--- src/rtl/mips_pkg.sv ---
// Shared encodings for the multi-cycle MIPS controller: opcodes, ALU/mux selects,
// FSM states and the bundled datapath control word.
package mips_pkg;

  localparam logic [5:0] OP_RTYPE = 6'h00;
  localparam logic [5:0] OP_ADDI  = 6'h08;
  localparam logic [5:0] OP_BEQ   = 6'h04;
  localparam logic [5:0] OP_J     = 6'h02;
  localparam logic [5:0] OP_LW    = 6'h23;
  localparam logic [5:0] OP_SW    = 6'h2B;

  typedef enum logic [1:0] {
    ALU_ADD   = 2'd0,
    ALU_SUB   = 2'd1,
    ALU_RTYPE = 2'd2
  } alu_op_t;

  typedef enum logic [1:0] {
    SRCB_REG     = 2'd0,
    SRCB_FOUR    = 2'd1,
    SRCB_IMM     = 2'd2,
    SRCB_IMM_SH2 = 2'd3
  } src_b_t;

  typedef enum logic [1:0] {
    PC_ALU    = 2'd0,
    PC_ALUOUT = 2'd1,
    PC_JUMP   = 2'd2
  } pc_src_t;

  // FETCH must stay at zero: the state port reads as zero while in reset.
  typedef enum logic [3:0] {
    S_FETCH    = 4'd0,
    S_DECODE   = 4'd1,
    S_EXEC_R   = 4'd2,
    S_EXEC_I   = 4'd3,
    S_R_WB     = 4'd4,
    S_I_WB     = 4'd5,
    S_MEM_ADDR = 4'd6,
    S_MEM_RD   = 4'd7,
    S_MEM_WB   = 4'd8,
    S_MEM_WR   = 4'd9,
    S_BRANCH   = 4'd10,
    S_JUMP     = 4'd11
  } state_t;

  typedef struct packed {
    logic    pc_write;
    logic    pc_write_cond;
    logic    ir_write;
    logic    i_or_d;
    logic    mem_read;
    logic    mem_write;
    logic    mem_2_reg;
    logic    reg_dst;
    logic    reg_write;
    logic    alu_src_a;
    src_b_t  alu_src_b;
    alu_op_t alu_op;
    pc_src_t pc_source;
    logic    instr_done;
  } ctrl_t;

endpackage

--- src/rtl/multicycle_control_if.sv ---
// Instruction-register/datapath-facing signal bundle of the multi-cycle controller.
interface multicycle_control_if #(
  parameter int unsigned STATE_W = 4
);
  logic [5:0]         opcode;
  logic               zero;
  logic               mem_ready;
  logic               pc_write;
  logic               pc_write_cond;
  logic               ir_write;
  logic               i_or_d;
  logic               mem_read;
  logic               mem_write;
  logic               mem_2_reg;
  logic               reg_dst;
  logic               reg_write;
  logic               alu_src_a;
  logic [1:0]         alu_src_b;
  logic [1:0]         alu_op;
  logic [1:0]         pc_source;
  logic               instr_done;
  logic               illegal_op;
  logic [STATE_W-1:0] state;

  modport master (
    input  opcode, zero, mem_ready,
    output pc_write, pc_write_cond, ir_write, i_or_d, mem_read, mem_write,
           mem_2_reg, reg_dst, reg_write, alu_src_a, alu_src_b, alu_op,
           pc_source, instr_done, illegal_op, state
  );

  modport slave (
    output opcode, zero, mem_ready,
    input  pc_write, pc_write_cond, ir_write, i_or_d, mem_read, mem_write,
           mem_2_reg, reg_dst, reg_write, alu_src_a, alu_src_b, alu_op,
           pc_source, instr_done, illegal_op, state
  );
endinterface

--- src/rtl/control_out_decode.sv ---
// Combinational map from (state, rdy) to the datapath control word.
module control_out_decode
  import mips_pkg::*;
(
  input  state_t state,
  input  logic   rdy,
  output ctrl_t  ctrl
);

  always_comb begin
    ctrl = '0;
    case (state)
      S_FETCH: begin
        ctrl.mem_read  = 1'b1;
        ctrl.alu_src_b = SRCB_FOUR;
        ctrl.ir_write  = rdy;
        ctrl.pc_write  = rdy;
      end
      S_DECODE: ctrl.alu_src_b = SRCB_IMM_SH2;
      S_EXEC_R: begin
        ctrl.alu_src_a = 1'b1;
        ctrl.alu_op    = ALU_RTYPE;
      end
      S_EXEC_I, S_MEM_ADDR: begin
        ctrl.alu_src_a = 1'b1;
        ctrl.alu_src_b = SRCB_IMM;
      end
      S_R_WB: begin
        ctrl.reg_dst    = 1'b1;
        ctrl.reg_write  = rdy;
        ctrl.instr_done = rdy;
      end
      S_I_WB: begin
        ctrl.reg_write  = rdy;
        ctrl.instr_done = rdy;
      end
      S_MEM_RD: begin
        ctrl.mem_read = 1'b1;
        ctrl.i_or_d   = 1'b1;
      end
      // Load data is already captured; the register write does not wait on memory.
      S_MEM_WB: begin
        ctrl.mem_2_reg  = 1'b1;
        ctrl.reg_write  = 1'b1;
        ctrl.instr_done = rdy;
      end
      S_MEM_WR: begin
        ctrl.mem_write  = 1'b1;
        ctrl.i_or_d     = 1'b1;
        ctrl.instr_done = rdy;
      end
      S_BRANCH: begin
        ctrl.alu_src_a     = 1'b1;
        ctrl.alu_op        = ALU_SUB;
        ctrl.pc_write_cond = 1'b1;
        ctrl.pc_source     = PC_ALUOUT;
        ctrl.instr_done    = rdy;
      end
      S_JUMP: begin
        ctrl.pc_write   = rdy;
        ctrl.pc_source  = PC_JUMP;
        ctrl.instr_done = rdy;
      end
      default: ctrl = '0;
    endcase
  end

endmodule

--- src/rtl/multicycle_control.sv ---
// Multi-cycle MIPS control FSM: state register, opcode latch and next-state dispatch;
// memory states stretch on mem_ready when MEM_HANDSHAKE is set.
module multicycle_control
  import mips_pkg::*;
#(
  parameter bit          MEM_HANDSHAKE = 1'b1,
  parameter int unsigned STATE_W       = 4
) (
  input logic                 clk,
  input logic                 rst,
  multicycle_control_if.master bus
);

  state_t     cur, nxt;
  logic [5:0] opc_q;
  logic       rdy;
  logic       illegal;
  ctrl_t      dec, ctl;

  assign rdy = MEM_HANDSHAKE ? bus.mem_ready : 1'b1;

  always_ff @(posedge clk) begin
    if (rst) begin
      cur   <= S_FETCH;
      opc_q <= '0;
    end else begin
      cur <= nxt;
      if (cur == S_DECODE) opc_q <= bus.opcode;
    end
  end

  always_comb begin
    nxt     = cur;
    illegal = 1'b0;
    case (cur)
      S_FETCH: if (rdy) nxt = S_DECODE;
      S_DECODE: begin
        case (bus.opcode)
          OP_RTYPE:     nxt = S_EXEC_R;
          OP_ADDI:      nxt = S_EXEC_I;
          OP_LW, OP_SW: nxt = S_MEM_ADDR;
          OP_BEQ:       nxt = S_BRANCH;
          OP_J:         nxt = S_JUMP;
          default: begin
            nxt     = S_FETCH;
            illegal = 1'b1;
          end
        endcase
      end
      S_EXEC_R:   nxt = S_R_WB;
      S_EXEC_I:   nxt = S_I_WB;
      // The opcode port may already carry the next instruction here.
      S_MEM_ADDR: nxt = (opc_q == OP_SW) ? S_MEM_WR : S_MEM_RD;
      S_MEM_RD:   if (rdy) nxt = S_MEM_WB;
      S_MEM_WR:   if (rdy) nxt = S_FETCH;
      default:    nxt = S_FETCH;
    endcase
  end

  control_out_decode u_decode (
    .state (cur),
    .rdy   (rdy),
    .ctrl  (dec)
  );

  always_comb ctl = rst ? '0 : dec;

  assign bus.pc_write      = ctl.pc_write;
  assign bus.pc_write_cond = ctl.pc_write_cond;
  assign bus.ir_write      = ctl.ir_write;
  assign bus.i_or_d        = ctl.i_or_d;
  assign bus.mem_read      = ctl.mem_read;
  assign bus.mem_write     = ctl.mem_write;
  assign bus.mem_2_reg     = ctl.mem_2_reg;
  assign bus.reg_dst       = ctl.reg_dst;
  assign bus.reg_write     = ctl.reg_write;
  assign bus.alu_src_a     = ctl.alu_src_a;
  assign bus.alu_src_b     = ctl.alu_src_b;
  assign bus.alu_op        = ctl.alu_op;
  assign bus.pc_source     = ctl.pc_source;
  assign bus.instr_done    = ctl.instr_done;
  assign bus.illegal_op    = illegal & ~rst;
  assign bus.state         = rst ? '0 : STATE_W'(cur);

endmodule

--- src/flat_wrapper.sv ---
// flat-port wrapper written by rule: the top's interface ports become plain ports
module multicycle_control_flat import mips_pkg::*;
#(
  parameter bit          MEM_HANDSHAKE = 1'b1,
  parameter int unsigned STATE_W       = 4
)
  (clk, rst, bus_opcode, bus_zero, bus_mem_ready, bus_pc_write, bus_pc_write_cond, bus_ir_write, bus_i_or_d, bus_mem_read, bus_mem_write, bus_mem_2_reg, bus_reg_dst, bus_reg_write, bus_alu_src_a, bus_alu_src_b, bus_alu_op, bus_pc_source, bus_instr_done, bus_illegal_op, bus_state);
  multicycle_control_if #(.STATE_W(STATE_W)) bus_i ();
  input logic clk;
  input logic rst;
  input wire logic [$bits(bus_i.opcode)-1:0] bus_opcode;
  input wire logic [$bits(bus_i.zero)-1:0] bus_zero;
  input wire logic [$bits(bus_i.mem_ready)-1:0] bus_mem_ready;
  output wire logic [$bits(bus_i.pc_write)-1:0] bus_pc_write;
  output wire logic [$bits(bus_i.pc_write_cond)-1:0] bus_pc_write_cond;
  output wire logic [$bits(bus_i.ir_write)-1:0] bus_ir_write;
  output wire logic [$bits(bus_i.i_or_d)-1:0] bus_i_or_d;
  output wire logic [$bits(bus_i.mem_read)-1:0] bus_mem_read;
  output wire logic [$bits(bus_i.mem_write)-1:0] bus_mem_write;
  output wire logic [$bits(bus_i.mem_2_reg)-1:0] bus_mem_2_reg;
  output wire logic [$bits(bus_i.reg_dst)-1:0] bus_reg_dst;
  output wire logic [$bits(bus_i.reg_write)-1:0] bus_reg_write;
  output wire logic [$bits(bus_i.alu_src_a)-1:0] bus_alu_src_a;
  output wire logic [$bits(bus_i.alu_src_b)-1:0] bus_alu_src_b;
  output wire logic [$bits(bus_i.alu_op)-1:0] bus_alu_op;
  output wire logic [$bits(bus_i.pc_source)-1:0] bus_pc_source;
  output wire logic [$bits(bus_i.instr_done)-1:0] bus_instr_done;
  output wire logic [$bits(bus_i.illegal_op)-1:0] bus_illegal_op;
  output wire logic [$bits(bus_i.state)-1:0] bus_state;
  assign bus_i.opcode = bus_opcode;
  assign bus_i.zero = bus_zero;
  assign bus_i.mem_ready = bus_mem_ready;
  assign bus_pc_write = bus_i.pc_write;
  assign bus_pc_write_cond = bus_i.pc_write_cond;
  assign bus_ir_write = bus_i.ir_write;
  assign bus_i_or_d = bus_i.i_or_d;
  assign bus_mem_read = bus_i.mem_read;
  assign bus_mem_write = bus_i.mem_write;
  assign bus_mem_2_reg = bus_i.mem_2_reg;
  assign bus_reg_dst = bus_i.reg_dst;
  assign bus_reg_write = bus_i.reg_write;
  assign bus_alu_src_a = bus_i.alu_src_a;
  assign bus_alu_src_b = bus_i.alu_src_b;
  assign bus_alu_op = bus_i.alu_op;
  assign bus_pc_source = bus_i.pc_source;
  assign bus_instr_done = bus_i.instr_done;
  assign bus_illegal_op = bus_i.illegal_op;
  assign bus_state = bus_i.state;
  multicycle_control #(.MEM_HANDSHAKE(MEM_HANDSHAKE), .STATE_W(STATE_W)) u_core (.clk(clk), .rst(rst), .bus(bus_i));
endmodule
--- config.mk ---
export PLATFORM = sky130hd
export DESIGN_NAME = multicycle_control_flat
export DESIGN_NICKNAME = d
export VERILOG_FILES = /design/src/rtl/mips_pkg.sv /design/src/rtl/multicycle_control_if.sv /design/src/rtl/control_out_decode.sv /design/src/rtl/multicycle_control.sv /design/src/flat_wrapper.sv
export SDC_FILE = /design/constraint.sdc
export NUM_CORES = 1
export LEC_CHECK = 0
export BUFFER_PORTS_ARGS = -buffer_cell sky130_fd_sc_hd__buf_2
export CAP_MARGIN = 20
export CORE_MARGIN = 5
export CORE_UTILIZATION = 43
export DETAILED_ROUTE_END_ITERATION = 6
export GPL_TIMING_DRIVEN = 0
export PLACE_DENSITY = 0.74
export SYNTH_ARGS = -nofsm -noshare
export SYNTH_HDL_FRONTEND = slang
export SYNTH_SLANG_ARGS = --single-unit
--- constraint.sdc ---
create_clock -name clk -period 1.4 [get_ports clk]
set_input_delay 0.21 -clock clk [delete_from_list [all_inputs] [get_ports clk]]
set_output_delay 0.21 -clock clk [all_outputs]
set_load 0.02 [all_outputs]
==> flow_summary.json <==
{
  "r2r_start": "u_core.cur[3]",
  "synth_fp_nets": 122,
  "num_antenna_cells": 0,
  "setup_viol": 29,
  "netlist_instances": 112,
  "htree_levels": 1,
  "fmax_ghz": 0.555,
  "cp_slowest_cell": "dfxtp_2",
  "start_kind": "flop",
  "layout-drive-gt1-share_pct": 59.6,
  "fin_nets": 177,
  "syn2layout_area_growth_pct": 89.7,
  "period_share_pct": 129,
  "rows": 16,
  "synth-warning-count": 0,
  "grt_max_degree": 11,
  "synth_area_um2": 841,
  "finalHoldViolCount": 0,
  "crit_type": "reg -> out",
  "status": "complete, but fails checks",
  "drt_iter0_drc": 45,
  "ant_nets": 0,
  "die_w_um": 54.2,
  "start_util_pct": 43.7,
  "setup_ws_ps": -400,
  "cts_tree": "built",
  "cts_inserted_buffers": 3,
  "pwr_density_cell_mw_per_mm2": 543,
  "cts.sinks": 10,
  "hpwl_um": 1850,
  "synth_area_per_cell_um2": 7.51,
  "critPathMaxFanout": 5,
  "hold_path.class": "in -> reg",
  "cp.arrival_ps": 1590,
  "ys_seq_area_share_pct": 23.8,
  "yosys.area.top_type": "dfxtp_1",
  "crit_start": "u_core.cur[3]",
  "grt_use_total_pct": 23.4,
  "hp-start": "bus_opcode[0]",
  "core_area_mm2": 0.00192,
  "cp-end-kind": "output pin",
  "antenna_found_initial": 0,
  "clk-insertion-delay-late_ps": 280,
  "cp_num_buf_inv": 2,
  "maxCapViolCount": 0,
  "synthArstFlopShare_pct": 0,
  "clk_pin_slew_worst_paths_ps": 80,
  "vias": 1149,
  "final_cells": 193,
  "yosysUniqueCellTypes": 42,
  "place_congestion": 0.912,
  "slew_headroom_pct": 59.8,
  "remaining_drc_errors": 0,
  "grt_pass1_wl_um": 4870,
  "cp_cell_sequence": "buf_6 > or2b_4 > nor2_1 > a31oi_1 > nor3_1 > buf_2",
  "ctsHoldBuffers": 0,
  "drv_slew": 0,
  "synth_flop_cell": "dfxtp_1",
  "rsz0062_at_grt": "true",
  "dp_cells": 169,
  "finClkSkew_ps": 8.27,
  "leakage_nw": 0.727,
  "cp.required_ps": 1190,
  "clk_path_buf_depth": 2,
  "grt_pass1_vias": 1017,
  "clockRootBuffer": "clkbuf_4",
  "violations": "negative setup slack",
  "overflow": 0,
  "die-area_mm2": 0.00294,
  "post-route-util_pct": 83.0,
  "die_y_um": 54.2,
  "cp_top_family": "simple AND/OR/NAND/NOR gates",
  "first_pass_iters": 4,
  "tightest_slew_ps": 588,
  "ir_drop_uv": 450,
  "viasPerCell": 5.95,
  "synth_seq_cells": 10,
  "synth_top_area_share_pct": 23.8,
  "yosys-top-cells-area": "dfxtp_1 (24%), nor2_1 (8.0%), mux2i_1 (7.1%)",
  "port_buffers": 30,
  "wl_per_cell_um": 19.6,
  "io_pins": 32,
  "synth_edf_count": 0,
  "cp_slowest_stage_delay_ps": 340,
  "period_minus_slack_ps": 1800,
  "wl_um": 3780
}
placed cells by master (no fill, tap or decap), types with 2 or more instances in the layout:
master and instances:
inv_2 2, o21ai_1 2, clkbuf_16 2, buf_8 3, o21a_1 2, clkbuf_8 2, dfxtp_4 2, nor2_2 2
nor2b_1 2, nor3_1 2, buf_2 11, nand2b_1 2, inv_1 4, nand2b_4 2, a31oi_1 2, xnor2_1 2
dfxtp_1 6, o32ai_1 2, nor2_1 14, buf_6 16, nor4_4 3, dfxtp_2 2, buf_4 24, nand2_2 3
nor2_4 2, nand3_1 4, a21oi_4 2, mux2i_1 6, nor3_2 3, clkbuf_4 3, nand2_1 2, or4b_4 2
routing by layer:
| metal | up-vias | global-route usage, % | wire length [um] |
|---|---|---|---|
| met4 | 0 | 8.71 | 159 |
| li1 | 507 | - | - |
| met3 | 26 | 3.81 | 297 |
| met1 | 550 | 26.2 | 1380 |
| met5 | - | 0 | 0 |
| met2 | 66 | 43.6 | 1940 |
synthesized netlist by cell type, types with 2 or more instances:
library cell  number
clkbuf_1           4
o21a_1             2
buf_6              2
nand3_1            4
mux2i_1            6
nor4_1             3
o21ai_1            2
or3_1              2
a21oi_1            4
nor2_1            18
or2b_1             2
dfxtp_1           10
xnor2_1            2
buf_2              2
nand2_1            5
o32ai_1            2
nor2b_1            3
nor3_1             5
maj3_1             2
a31oi_1            2
inv_1              6
nand2b_1           4
logic make-up (layout without fill, tap and decap cells):
logic type,count (synthesis),count (layout),share of synthesized area (%)
and+or+nand+nor,54,55,36.5
AOI/OAI and AO/OA,20,20,16.1
buffers and inverters,16,69,9.67
DFF,10,10,23.8
muxes,7,7,8.48
xor gates and xnor gates,3,3,3.13
adders and majority gates,2,2,2.38
metrics by stage:
step | TNS [ps] | instance area (um2) | setup slack [ps] | total power, mW | hold WS (ps)
floorplan | -856 | 922 | -155 | 0.457 | 328
global route | -7690 | 1600 | -467 | 0.903 | 209
detailed placement | -2780 | 1110 | -269 | 0.518 | 485
CTS | -5250 | 1400 | -336 | 0.827 | 200
global placement | -2200 | 1110 | -234 | 0.513 | 471
finish | -6380 | 1600 | -400 | 0.867 | 188
worst reg2reg max path, delay by kind of cell, from the launching register on:
kind / cells / cell delay (ps)
AOI/OAI and AO/OA: 2 / 230
buffers and inverters: 2 / 300
DFF: 1 / 330
and+or+nand+nor: 2 / 710
final cells by class:
class / instances / area [um2]
Fill cell: 110 / 327
Clock buffer: 4 / 36.3
Inverter: 6 / 22.5
Sequential cell: 10 / 210
Timing Repair Buffer: 51 / 430
Tap cell: 27 / 33.8
Buffer: 8 / 118
Multi-Input combinational cell: 87 / 744
registers in the layout, indices dropped and copies added (netlist names):
| signal | flops |
|---|---|
| u_core.opc_q | 6 |
| u_core.cur | 4 |
timing repair:
action	CTS	global route
cloned	2	2
gates resized for setup	47	39
setup endpoints to repair	31	31
pin swaps	6	9
buffers inserted	10	9
where the power goes:
part	switching, mW	total [mW]	internal (mW)
registers	0.00997	0.305	0.295
logic	0.152	0.286	0.134
clock network	0.117	0.276	0.158
total	0.279	0.867	0.588
worst paths after layout:
path                      to  cells after the start  slack, ps
max            bus_reg_write                      6       -400
min          u_core.opc_q[0]                      3        190
min reg2reg  u_core.opc_q[0]                      2        500
max reg2reg    u_core.cur[0]                      6       -260
Power figures use the tool's default switching activity.
